===== config.mk =====
export PLATFORM = sky130hd
export DESIGN_NAME = stage_mem
export DESIGN_NICKNAME = d
export VERILOG_FILES = /design/src/rtl/stage_mem_pkg.sv /design/src/rtl/stage_mem_load_store_align.sv /design/src/rtl/stage_mem.sv
export SDC_FILE = /design/constraint.sdc
export NUM_CORES = 1
export LEC_CHECK = 0
export CORE_AREA = 2 2 162 164
export DETAILED_ROUTE_END_ITERATION = 8
export DIE_AREA = 0 0 164 166
export GPL_ROUTABILITY_DRIVEN = 0
export PLACE_DENSITY = 0.73
export SYNTH_ARGS = -nofsm -noshare
export SYNTH_HDL_FRONTEND = slang
export SYNTH_SLANG_ARGS = --single-unit
export TNS_END_PERCENT = 1

===== constraint.sdc =====
create_clock -name clk_i -period 6.1 [get_ports clk_i]
set_clock_uncertainty 0.05 [all_clocks]
set_input_delay 1.525 -clock clk_i [delete_from_list [all_inputs] [get_ports clk_i]]
set_output_delay 1.525 -clock clk_i [all_outputs]
set_load 0.1 [all_outputs]

===== src/rtl/stage_mem_pkg.sv =====
// stage_mem_pkg: constants shared by the memory-access stage.
// Holds the RV32I opcodes the pipeline refers to, funct3 encodings for
// loads/stores and the stage FSM state encoding.
package stage_mem_pkg;

  localparam logic [6:0] OPC_OP     = 7'b0110011;
  localparam logic [6:0] OPC_LOAD   = 7'b0000011;
  localparam logic [6:0] OPC_STORE  = 7'b0100011;
  localparam logic [6:0] OPC_SYSTEM = 7'b1110011;

  localparam logic [2:0] F3_LB  = 3'b000;
  localparam logic [2:0] F3_LH  = 3'b001;
  localparam logic [2:0] F3_LW  = 3'b010;
  localparam logic [2:0] F3_LBU = 3'b100;
  localparam logic [2:0] F3_LHU = 3'b101;
  localparam logic [2:0] F3_SB  = 3'b000;
  localparam logic [2:0] F3_SH  = 3'b001;
  localparam logic [2:0] F3_SW  = 3'b010;

  typedef enum logic {
    ST_IDLE = 1'b0,
    ST_BUS  = 1'b1
  } state_e;

endpackage


===== src/rtl/stage_mem_load_store_align.sv =====
// load_store_align: combinational byte-lane logic for the memory stage.
// Ports:
//   funct3_i   access size/sign encoding
//   addr_lo_i  effective address bits [1:0]
//   st_dat_i   store data from rs2
//   rd_dat_i   raw bus read data
//   sel_o      byte enables
//   st_dat_o   store data replicated across lanes
//   ld_dat_o   aligned, sign/zero-extended load data
//   mis_o      access is misaligned for its size
module load_store_align
  import stage_mem_pkg::*;
(
  input  logic [2:0]  funct3_i,
  input  logic [1:0]  addr_lo_i,
  input  logic [31:0] st_dat_i,
  input  logic [31:0] rd_dat_i,
  output logic [3:0]  sel_o,
  output logic [31:0] st_dat_o,
  output logic [31:0] ld_dat_o,
  output logic        mis_o
);

  logic [31:0] shifted;

  assign shifted = rd_dat_i >> {addr_lo_i, 3'b000};

  // funct3[1:0]: 00 byte, 01 half, anything else is handled as a word.
  always_comb begin
    sel_o    = 4'b1111;
    st_dat_o = st_dat_i;
    mis_o    = (addr_lo_i != 2'b00);
    case (funct3_i[1:0])
      2'b00: begin
        sel_o    = 4'b0001 << addr_lo_i;
        st_dat_o = {4{st_dat_i[7:0]}};
        mis_o    = 1'b0;
      end
      2'b01: begin
        sel_o    = 4'b0011 << addr_lo_i;
        st_dat_o = {2{st_dat_i[15:0]}};
        mis_o    = addr_lo_i[0];
      end
      default: ;
    endcase
  end

  always_comb begin
    ld_dat_o = rd_dat_i;
    case (funct3_i)
      F3_LB:  ld_dat_o = {{24{shifted[7]}}, shifted[7:0]};
      F3_LH:  ld_dat_o = {{16{shifted[15]}}, shifted[15:0]};
      F3_LBU: ld_dat_o = {24'd0, shifted[7:0]};
      F3_LHU: ld_dat_o = {16'd0, shifted[15:0]};
      default: ld_dat_o = rd_dat_i;
    endcase
  end

endmodule


===== src/rtl/stage_mem.sv =====
// stage_mem: RV32I memory-access stage between EX and WB.
// Issues one data-bus transaction per load/store, stalls EX while it is
// outstanding, detects misalignment / bus error / timeout and registers
// everything write-back needs.
// Ports:
//   clk_i, rst_i           clock, async active-low reset
//   valid_i .. flush_i     instruction and control from EX / WB
//   stall_o                hold EX inputs stable
//   dbus_*_o / dbus_*_i    data bus master (registered outputs)
//   valid_o .. e_*_o       registered results for WB
module stage_mem
  import stage_mem_pkg::*;
#(
  parameter int TIMEOUT = 255
) (
  input  logic        clk_i,
  input  logic        rst_i,
  input  logic        valid_i,
  input  logic [31:0] pc_i,
  input  logic [31:0] instruction_i,
  input  logic [31:0] alu_d_i,
  input  logic [2:0]  funct3_i,
  input  logic [31:0] rs2_d_i,
  input  logic        is_load_i,
  input  logic        is_store_i,
  input  logic        e_illegal_inst_i,
  input  logic        e_inst_addr_mis_i,
  input  logic        flush_i,
  output logic        stall_o,
  output logic [31:0] dbus_addr_o,
  output logic [31:0] dbus_dat_o,
  output logic [3:0]  dbus_sel_o,
  output logic        dbus_we_o,
  output logic        dbus_cyc_o,
  input  logic [31:0] dbus_dat_i,
  input  logic        dbus_ack_i,
  input  logic        dbus_err_i,
  output logic        valid_o,
  output logic [31:0] pc_o,
  output logic [31:0] instruction_o,
  output logic [2:0]  funct3_o,
  output logic [31:0] alu_d_o,
  output logic [31:0] mem_d_o,
  output logic [31:0] mem_addr_o,
  output logic        e_illegal_inst_o,
  output logic        e_inst_addr_mis_o,
  output logic        e_ld_addr_mis_o,
  output logic        e_st_addr_mis_o,
  output logic        e_ld_access_o,
  output logic        e_st_access_o
);

  localparam int CW = $clog2(TIMEOUT + 1);
  localparam logic [CW-1:0] TO_MAX = CW'(TIMEOUT);

  state_e        state_q;
  logic [CW-1:0] tcnt_q;
  logic          kill_q;

  logic [2:0]  al_f3;
  logic [1:0]  al_lo;
  logic [3:0]  al_sel;
  logic [31:0] al_st_dat;
  logic [31:0] al_ld_dat;
  logic        al_mis;
  logic        issue, timeout, resp, fault;

  // The WB copy of funct3/address is written at issue, so during BUS it
  // describes the access in flight even if EX changes after a flush.
  assign al_f3 = (state_q == ST_BUS) ? funct3_o : funct3_i;
  assign al_lo = (state_q == ST_BUS) ? alu_d_o[1:0] : alu_d_i[1:0];

  load_store_align u_align (
    .funct3_i  (al_f3),
    .addr_lo_i (al_lo),
    .st_dat_i  (rs2_d_i),
    .rd_dat_i  (dbus_dat_i),
    .sel_o     (al_sel),
    .st_dat_o  (al_st_dat),
    .ld_dat_o  (al_ld_dat),
    .mis_o     (al_mis)
  );

  assign issue = (state_q == ST_IDLE) && valid_i && (is_load_i || is_store_i) && !al_mis
                 && !e_illegal_inst_i && !e_inst_addr_mis_i && !flush_i;
  assign timeout = (state_q == ST_BUS) && (tcnt_q == TO_MAX);
  assign fault   = dbus_err_i || timeout;
  assign resp    = (state_q == ST_BUS) && (dbus_ack_i || fault);

  // Gated by reset so the stall is already low while reset is held.
  assign stall_o = rst_i && (issue || ((state_q == ST_BUS) && !resp));

  always_ff @(posedge clk_i or negedge rst_i) begin
    if (!rst_i) begin
      state_q           <= ST_IDLE;
      tcnt_q            <= '0;
      kill_q            <= 1'b0;
      dbus_addr_o       <= '0;
      dbus_dat_o        <= '0;
      dbus_sel_o        <= '0;
      dbus_we_o         <= 1'b0;
      dbus_cyc_o        <= 1'b0;
      valid_o           <= 1'b0;
      pc_o              <= '0;
      instruction_o     <= '0;
      funct3_o          <= '0;
      alu_d_o           <= '0;
      mem_d_o           <= '0;
      mem_addr_o        <= '0;
      e_illegal_inst_o  <= 1'b0;
      e_inst_addr_mis_o <= 1'b0;
      e_ld_addr_mis_o   <= 1'b0;
      e_st_addr_mis_o   <= 1'b0;
      e_ld_access_o     <= 1'b0;
      e_st_access_o     <= 1'b0;
    end else begin
      case (state_q)
        ST_IDLE: begin
          pc_o              <= pc_i;
          instruction_o     <= instruction_i;
          funct3_o          <= funct3_i;
          alu_d_o           <= alu_d_i;
          mem_addr_o        <= alu_d_i;
          mem_d_o           <= '0;
          e_illegal_inst_o  <= e_illegal_inst_i;
          e_inst_addr_mis_o <= e_inst_addr_mis_i;
          e_ld_addr_mis_o   <= valid_i && is_load_i && al_mis;
          e_st_addr_mis_o   <= valid_i && is_store_i && al_mis;
          e_ld_access_o     <= 1'b0;
          e_st_access_o     <= 1'b0;
          if (issue) begin
            valid_o     <= 1'b0;
            dbus_addr_o <= {alu_d_i[31:2], 2'b00};
            dbus_dat_o  <= al_st_dat;
            dbus_sel_o  <= al_sel;
            dbus_we_o   <= is_store_i;
            dbus_cyc_o  <= 1'b1;
            tcnt_q      <= '0;
            kill_q      <= 1'b0;
            state_q     <= ST_BUS;
          end else begin
            valid_o <= valid_i && !flush_i;
          end
        end
        ST_BUS: begin
          if (flush_i) kill_q <= 1'b1;
          if (resp) begin
            valid_o       <= !(kill_q || flush_i);
            mem_d_o       <= (!dbus_we_o && !fault) ? al_ld_dat : 32'd0;
            e_ld_access_o <= fault && !dbus_we_o;
            e_st_access_o <= fault && dbus_we_o;
            dbus_cyc_o    <= 1'b0;
            dbus_we_o     <= 1'b0;
            kill_q        <= 1'b0;
            state_q       <= ST_IDLE;
          end else begin
            tcnt_q <= tcnt_q + 1'b1;
          end
        end
        default: state_q <= ST_IDLE;
      endcase
    end
  end

endmodule


==> results of run 1 <==
==> per-layer routing <==
layer | up-vias | global-route usage [%] | share of wire, %
met5 | - | 0 | 0.045
met4 | 2 | 6.41 | 2.9
met3 | 57 | 6.07 | 8.8
met2 | 300 | 35.1 | 48
met1 | 3675 | 26.5 | 40
li1 | 3458 | - | -
==> power by group <==
group | switching, mW | internal (mW) | total (mW)
Clock | 0.590 | 0.909 | 1.50
Sequential | 0.110 | 1.60 | 1.71
Combinational | 1.63 | 0.562 | 2.19
Total | 2.33 | 3.07 | 5.40
==> stage by stage <==
step                      util, %  hold WS, ns  total power [mW]  std cells
after global routing         57.2        0.450              5.61       1505
after detailed placement     54.0        0.418              3.94       1459
after global placement       54.0        0.412              3.92       1459
after CTS                    57.2        0.432              5.47       1505
final                        57.2        0.427              5.40       1505
after floorplan                 -        0.440              3.33        781
==> cell usage in the layout, fill, tap and decap left out, types with 3 or more instances in the layout <==
| cell | synthesis | layout |
|---|---|---|
| buf_4 | 35 | 9 |
| o2bb2ai_1 | 4 | 4 |
| mux2_2 | 97 | 97 |
| or2_2 | 3 | 3 |
| clkbuf_1 | 6 | 4 |
| nand2_1 | 69 | 69 |
| clkbuf_16 | 0 | 25 |
| nor3_1 | 6 | 6 |
| nand2b_1 | 5 | 5 |
| nand3_1 | 9 | 9 |
| xnor2_1 | 3 | 3 |
| o211ai_1 | 3 | 3 |
| clkdlybuf4s50_1 | 0 | 409 |
| clkinv_2 | 0 | 8 |
| dfrtp_1 | 216 | 215 |
| mux2i_1 | 32 | 32 |
| o31ai_1 | 5 | 5 |
| o21ai_0 | 67 | 67 |
| inv_1 | 6 | 6 |
| clkbuf_8 | 0 | 6 |
| nor3b_1 | 3 | 3 |
| o21ai_2 | 11 | 11 |
| o22ai_1 | 6 | 6 |
| and2_1 | 3 | 3 |
| mux2i_4 | 4 | 4 |
| o21a_1 | 5 | 5 |
| a22o_1 | 3 | 3 |
| mux2_4 | 37 | 37 |
| nor2_1 | 34 | 34 |
| o21ai_1 | 8 | 8 |
| a21oi_1 | 23 | 22 |
| a22oi_1 | 10 | 10 |
| o221ai_1 | 4 | 4 |
==> worst max-delay path by stage <==
stage               slack (ns)  depth (start not counted)      end   startpoint
global route              0.82                          8  stall_o  funct3_i[0]
detailed placement        0.89                          8  stall_o  funct3_i[0]
global placement          0.96                          8  stall_o  funct3_i[0]
CTS                       0.88                          8  stall_o  funct3_i[0]
floorplan                 1.28                          8  stall_o  funct3_i[1]
finish                    0.94                          8  stall_o  funct3_i[0]
==> layout make-up <==
type	instances	share of cell area, %
Inverter	8	0.205
Clock buffer	35	4.93
Multi-Input combinational cell	480	25.8
Sequential cell	216	36.9
Clock inverter	11	0.742
Tap cell	335	2.86
Timing Repair Buffer	420	28.6
==> kinds of logic (layout without fill, tap and decap cells) <==
| kind of cell | Yosys count | in the layout | synth area share (%) |
|---|---|---|---|
| DFF | 216 | 216 | 55.6 |
| muxes | 170 | 170 | 21.2 |
| AOI/OAI and AO/OA | 160 | 160 | 10.4 |
| and+or+nand+nor | 143 | 143 | 6.62 |
| buffers and inverters | 85 | 474 | 5.65 |
| xor gates and xnor gates | 4 | 4 | 0.361 |
| adders and majority gates | 1 | 1 | 0.129 |
| other | 1 | 2 | 0.0386 |
==> synth_stat cells (2+ instances only) <==
master	n
o2bb2ai_1	4
mux2_4	37
inv_1	6
dfrtp_1	216
nand2b_1	5
o21a_1	5
o22ai_1	6
and2_1	3
buf_4	35
o211ai_1	3
inv_2	2
a22o_1	3
a22oi_1	10
nor3b_1	3
nand3b_1	2
nor3_1	6
a211oi_1	2
xnor2_1	3
o21ai_2	11
nand3_1	9
nor2_1	34
buf_6	7
a21oi_1	23
clkbuf_1	6
o21ai_1	8
nand2_1	69
o221ai_1	4
nor2b_1	2
clkbuf_2	2
or2_2	3
mux2_2	97
o31ai_1	5
mux2i_1	32
buf_2	26
o21ai_0	67
mux2i_4	4
==> flip-flops by register name, indices dropped and copies added, names as in the netlist <==
| register | count |
|---|---|
| kill_q | 1 |
| e_inst_addr_mis_o | 1 |
| mem_d_o | 32 |
| e_ld_access_o | 1 |
| dbus_dat_o | 32 |
| dbus_cyc_o | 1 |
| dbus_we_o | 1 |
| e_st_access_o | 1 |
| tcnt_q | 8 |
| e_ld_addr_mis_o | 1 |
| funct3_o | 3 |
| e_st_addr_mis_o | 1 |
| e_illegal_inst_o | 1 |
| instruction_o | 32 |
| dbus_sel_o | 4 |
| pc_o | 32 |
| state_q | 1 |
| mem_addr_o | 32 |
| valid_o | 1 |
| dbus_addr_o | 30 |
==> critical path: stages <==
cell             delay [ns]
clkdlybuf4s50_1        0.61
nor3_1                 0.09
a21oi_2                0.13
buf_4                  0.25
a21o_4                 0.43
nand2_2                0.15
and2_1                 0.22
buf_12                 0.17
==> metrics.cfg, run 1 <==
[yosys]
synth_edf_count = 0
syn_inst = 780
yosysWarnings = 0
synth.distinct_cells = 56
ys_ff_latch = 216
ys.flop_type = dfrtp_1
yosys.area.top_type = dfrtp_1
syn_area_per_cell_sq_um = 12.5
ys_seq_area_share_pct = 55.6
ys_async_sr_fraction_pct = 100
post_synth_main_area_contributors = dfrtp_1 (56%), mux2_2 (11%), mux2_4 (5.7%), o21ai_0 (3.5%), mux2i_1 (3.3%)
syn_area_sq_um = 9720
yosysTopAreaCellShare_pct = 55.6

[clock_tree]
cts_root_buffer = clkbuf_16
cts_setup_buffers = 0
cts_tree = built
cts_sinks = 216
clk_pin_slew_worst_paths_ns = 0.06
clockBufferDepth = 3
cts_max_level = 1
cts_buffers = 25
ctsHoldBuffers = 0
insertion_delay_ns = 0.52
cts_resized = 0

[routing]
ant_nets = 0
drt-vias-per-instance = 4.98
drt_iter0_drc = 430
first_pass_iters = 4
route.detailed.drc = 0
wl_per_cell_um = 19.3
num_vias = 7492
wirelength_mm = 29.0

[critical_path]
start_kind = input pin
rrSetupSlack_ns = 2.76
critPathRequiredTime_ns = 4.53
worstReg2RegStart = state_q$_DFF_PN0_
rr_worst_depth = 6
path_class = in2out
timing.rr.end = mem_d_o[19]$_DFFE_PN0P_
endpoint_kind = primary output
critPathMaxFanout = 27
cp_data_arrival_time_ns = 3.59

[floorplanning]
fp.dieArea_sq_um = 27200
start_util_pct = 37.9
die_w_um = 164
die_y_um = 166
rows = 59
core_area_sq_um = 25600
io_pins = 414

[timing]
fmax_ghz = 0.194
min_period_ns = 5.16
slew_headroom_pct = 26.7
hold_viol = 0
rsz0062_at_grt = false
post-route-period-util_pct = 84.7
fin_ws_ns = 0.936
worst_pin_slew_ns = 1.10
fin_setup_tns_ns = 0
slew_violations = 0
setup_violations = 0

[layout]
area_delta_synth_final_pct = 50.9
diodes = 0
post-route-cell-area_sq_um = 14700
multi_input_comb_area_sq_um = 3780
drive_gt1_share_pct = 18.6
fill_cells = 2155
final-seq-area_sq_um = 5410
num-nets-final = 1325

[flow_run]
cap_violations = 0

[pwr]
cellPowerDensity_nw_per_um2 = 368
p_leak_nw = 6.21
ir_worst_vdd_v = 0.000209

[status]
outcome = complete, no violations

[placed_design]
hpwl_mm = 21.4
io_buffers = 411
placed_cell_area_sq_um = 13800
place_ws_ns = 0.889

[worst_hold_path]
min-delay-start = mem_d_o[21]$_DFFE_PN0P_
min_to = mem_d_o[21]$_DFFE_PN0P_
hold_path.class = reg2reg
min_path_cells = 2

[grt]
grt_antenna_before_repair = 1
grt_max_degree = 77
grt_pass1_vias = 7572
gr-total-overflow = 0
grt_pass1_wl_mm = 45.0
grt_usage_pct = 21.1

Power figures use the tool's default switching activity.
==> run 2: changes to the inputs <==
- CORE_AREA: 2 2 162 164 -> unset
- CORE_UTILIZATION: unset -> 39
- DIE_AREA: 0 0 164 166 -> unset
- PLACE_DENSITY: 0.73 -> 0.78
- clock period: 6.1 -> 4.6 ns (I/O delays scaled with it)
==> run 2 against run 1 <==
  * Global-route usage rose by 0.87 points
  * Die area decreased by 6.1%
  * Cell count is 0.66% lower
  * Non-clock buffer count grew 4
  * Register-to-register slack got worse by 1.4 ns
  * Via count increased by 1.1%
  * Wire length decreased by 1.8%
  * Critical endpoint unchanged
  * Cell area down 0.41%
  * Core utilization increased by 2.6 points
  * Count of clock-buffer cells in the layout rose by 2
  * Sequential share of layout area rose by 0.15 points
  * Largest cell class unchanged
==> metrics.cfg, run 2 (synthesis gave the netlist of run 1 again) <==
[clock_tree]
ctsHoldBuffers = 0  ; unchanged
cts_tree = built  ; unchanged
clockBufferDepth = 3  ; unchanged
cts_resized = 0  ; unchanged
cts_max_level = 1  ; unchanged
cts_root_buffer = clkbuf_16  ; unchanged
cts_sinks = 216  ; unchanged
cts_buffers = 24  ; was 25
insertion_delay_ns = 0.51  ; was 0.52 ns
clk_pin_slew_worst_paths_ns = 0.06  ; about the same
cts_setup_buffers = 0  ; unchanged

[placed_design]
io_buffers = 411  ; unchanged
placed_cell_area_sq_um = 13800  ; about the same
hpwl_mm = 20.7  ; was 21.4 mm

[timing]
slew_violations = 0  ; unchanged
hold_viol = 0  ; unchanged
post-route-period-util_pct = 87.6
setup_violations = 0  ; unchanged
rsz0062_at_grt = false  ; unchanged
fin_setup_tns_ns = 0  ; unchanged
worst_pin_slew_ns = 1.05  ; was 1.10 ns
fmax_ghz = 0.248
slew_headroom_pct = 29.6  ; was 26.7%
min_period_ns = 4.03

[floorplanning]
core_area_sq_um = 24400  ; was 25600 sq um
io_pins = 414  ; unchanged
rows = 57  ; was 59
die_w_um = 160  ; was 164 um
die_y_um = 160  ; was 166 um
fp.dieArea_sq_um = 25600  ; was 27200 sq um
start_util_pct = 39.8  ; was 37.9%

[routing]
route.detailed.drc = 0  ; unchanged
drt-vias-per-instance = 5.07  ; was 4.98
first_pass_iters = 5  ; was 4
wirelength_mm = 28.5  ; was 29.0 mm
drt_iter0_drc = 369  ; was 430
ant_nets = 0  ; unchanged
wl_per_cell_um = 19.0  ; was 19.3 um
num_vias = 7574  ; was 7492

[critical_path]
path_class = in2out  ; unchanged
rrSetupSlack_ns = 1.32  ; was 2.76 ns
rr_worst_depth = 7  ; was 6
endpoint_kind = primary output  ; unchanged
cp_data_arrival_time_ns = 2.83  ; was 3.59 ns
timing.rr.end = mem_d_o[20]$_DFFE_PN0P_  ; was mem_d_o[19]$_DFFE_PN0P_
worstReg2RegStart = state_q$_DFF_PN0_  ; unchanged
critPathRequiredTime_ns = 3.40  ; was 4.53 ns
start_kind = input pin  ; unchanged
critPathMaxFanout = 4  ; was 27

[pwr]
cellPowerDensity_nw_per_um2 = 481  ; was 368 nW/um^2
ir_worst_vdd_v = 0.000349  ; was 0.000209 V
p_leak_nw = 6.20  ; was 6.21 nW

[layout]
diodes = 0  ; unchanged
fill_cells = 1965  ; was 2155
num-nets-final = 1328  ; was 1325
drive_gt1_share_pct = 18.7  ; was 18.6%
post-route-cell-area_sq_um = 14600  ; was 14700 sq um
area_delta_synth_final_pct = 50.3  ; was 50.9%
final_common_cell = clkdlybuf4s50_1  ; unchanged
final_cell_mix = clkdlybuf4s50_1 (407), dfrtp_1 (215), mux2_2 (97), nand2_1 (69), o21ai_0 (67)  ; was clkdlybuf4s50_1 (409), dfrtp_1 (215), mux2_2 (97), nand2_1 (69), o21ai_0 (67)

[grt]
grt_pass1_vias = 7697  ; was 7572
grt_pass1_wl_mm = 44.2  ; was 45.0 mm
gr-total-overflow = 0  ; unchanged
grt_max_degree = 75  ; was 77
grt_usage_pct = 22.0  ; was 21.1%
grt_antenna_before_repair = 1  ; unchanged

[status]
outcome = complete, no violations  ; unchanged

[worst_hold_path]
min-delay-start = mem_d_o[17]$_DFFE_PN0P_  ; was mem_d_o[21]$_DFFE_PN0P_
hold_path.class = reg2reg  ; unchanged
min_to = mem_d_o[17]$_DFFE_PN0P_  ; was mem_d_o[21]$_DFFE_PN0P_
min_path_cells = 2  ; unchanged

[flow_run]
cap_violations = 0  ; unchanged

[run 2: changes by cell type in the layout (fill, tap and decap cells not counted), sizes merged]
cell / delta
inv: -1
clkdlybuf4s50: -2
clkinv: -2
buf: +6
bufinv: -2
clkbuf: +2
[run 2: report_power, final]
part	switching (mW)	total [mW]	internal, mW
clock network	0.761	1.85	1.09
registers	0.148	2.27	2.13
logic	2.15	2.90	0.745
[run 2: worst max path at each step]
stage / startpoint / to / slack [ns] / cells after the start
finish: valid_i / stall_o / 0.57 / 7
global route: valid_i / stall_o / 0.46 / 7
CTS: dbus_ack_i / stall_o / 0.56 / 6
detailed placement: dbus_ack_i / stall_o / 0.58 / 6
global placement: valid_i / stall_o / 0.64 / 7
floorplan: funct3_i[1] / stall_o / 0.53 / 8
[run 2: critical path, stage by stage]
cell and delay [ns]:
clkdlybuf4s50_1 0.51, nor2b_1 0.25, o211ai_2 0.21, a21o_4 0.24, nand2_2 0.09, and2_1 0.18, buf_12 0.18
[run 2: metal layers]
metal | track usage, % | part of all wire, %
met1 | 27.7 | 41
met2 | 38.1 | 49
met3 | 4.03 | 6.1
met5 | 0 | 0.046
met4 | 7.10 | 3.2
[run 2: area by class of cell]
class	instances	area, sq um	share of cell area [%]
clock buffers	37	731	5.00
well taps	324	405	2.78
repair buffers	424	4220	28.9
inverters	8	30.0	0.206
multi-input cells	480	3780	25.9
clock inverters	6	30.0	0.206
flip-flops and latches	216	5410	37.0
[run 2: through the flow]
step	hold slack (ns)	util [%]	setup slack [ns]	instances	power [mW]
finish	0.425	59.9	0.570	1495	7.02
global route	0.442	59.9	0.463	1495	7.25
CTS	0.429	59.9	0.564	1495	7.08
detailed placement	0.418	56.8	0.578	1452	5.21
global placement	0.411	56.8	0.637	1452	5.18
floorplan	0.440	-	0.526	781	4.41
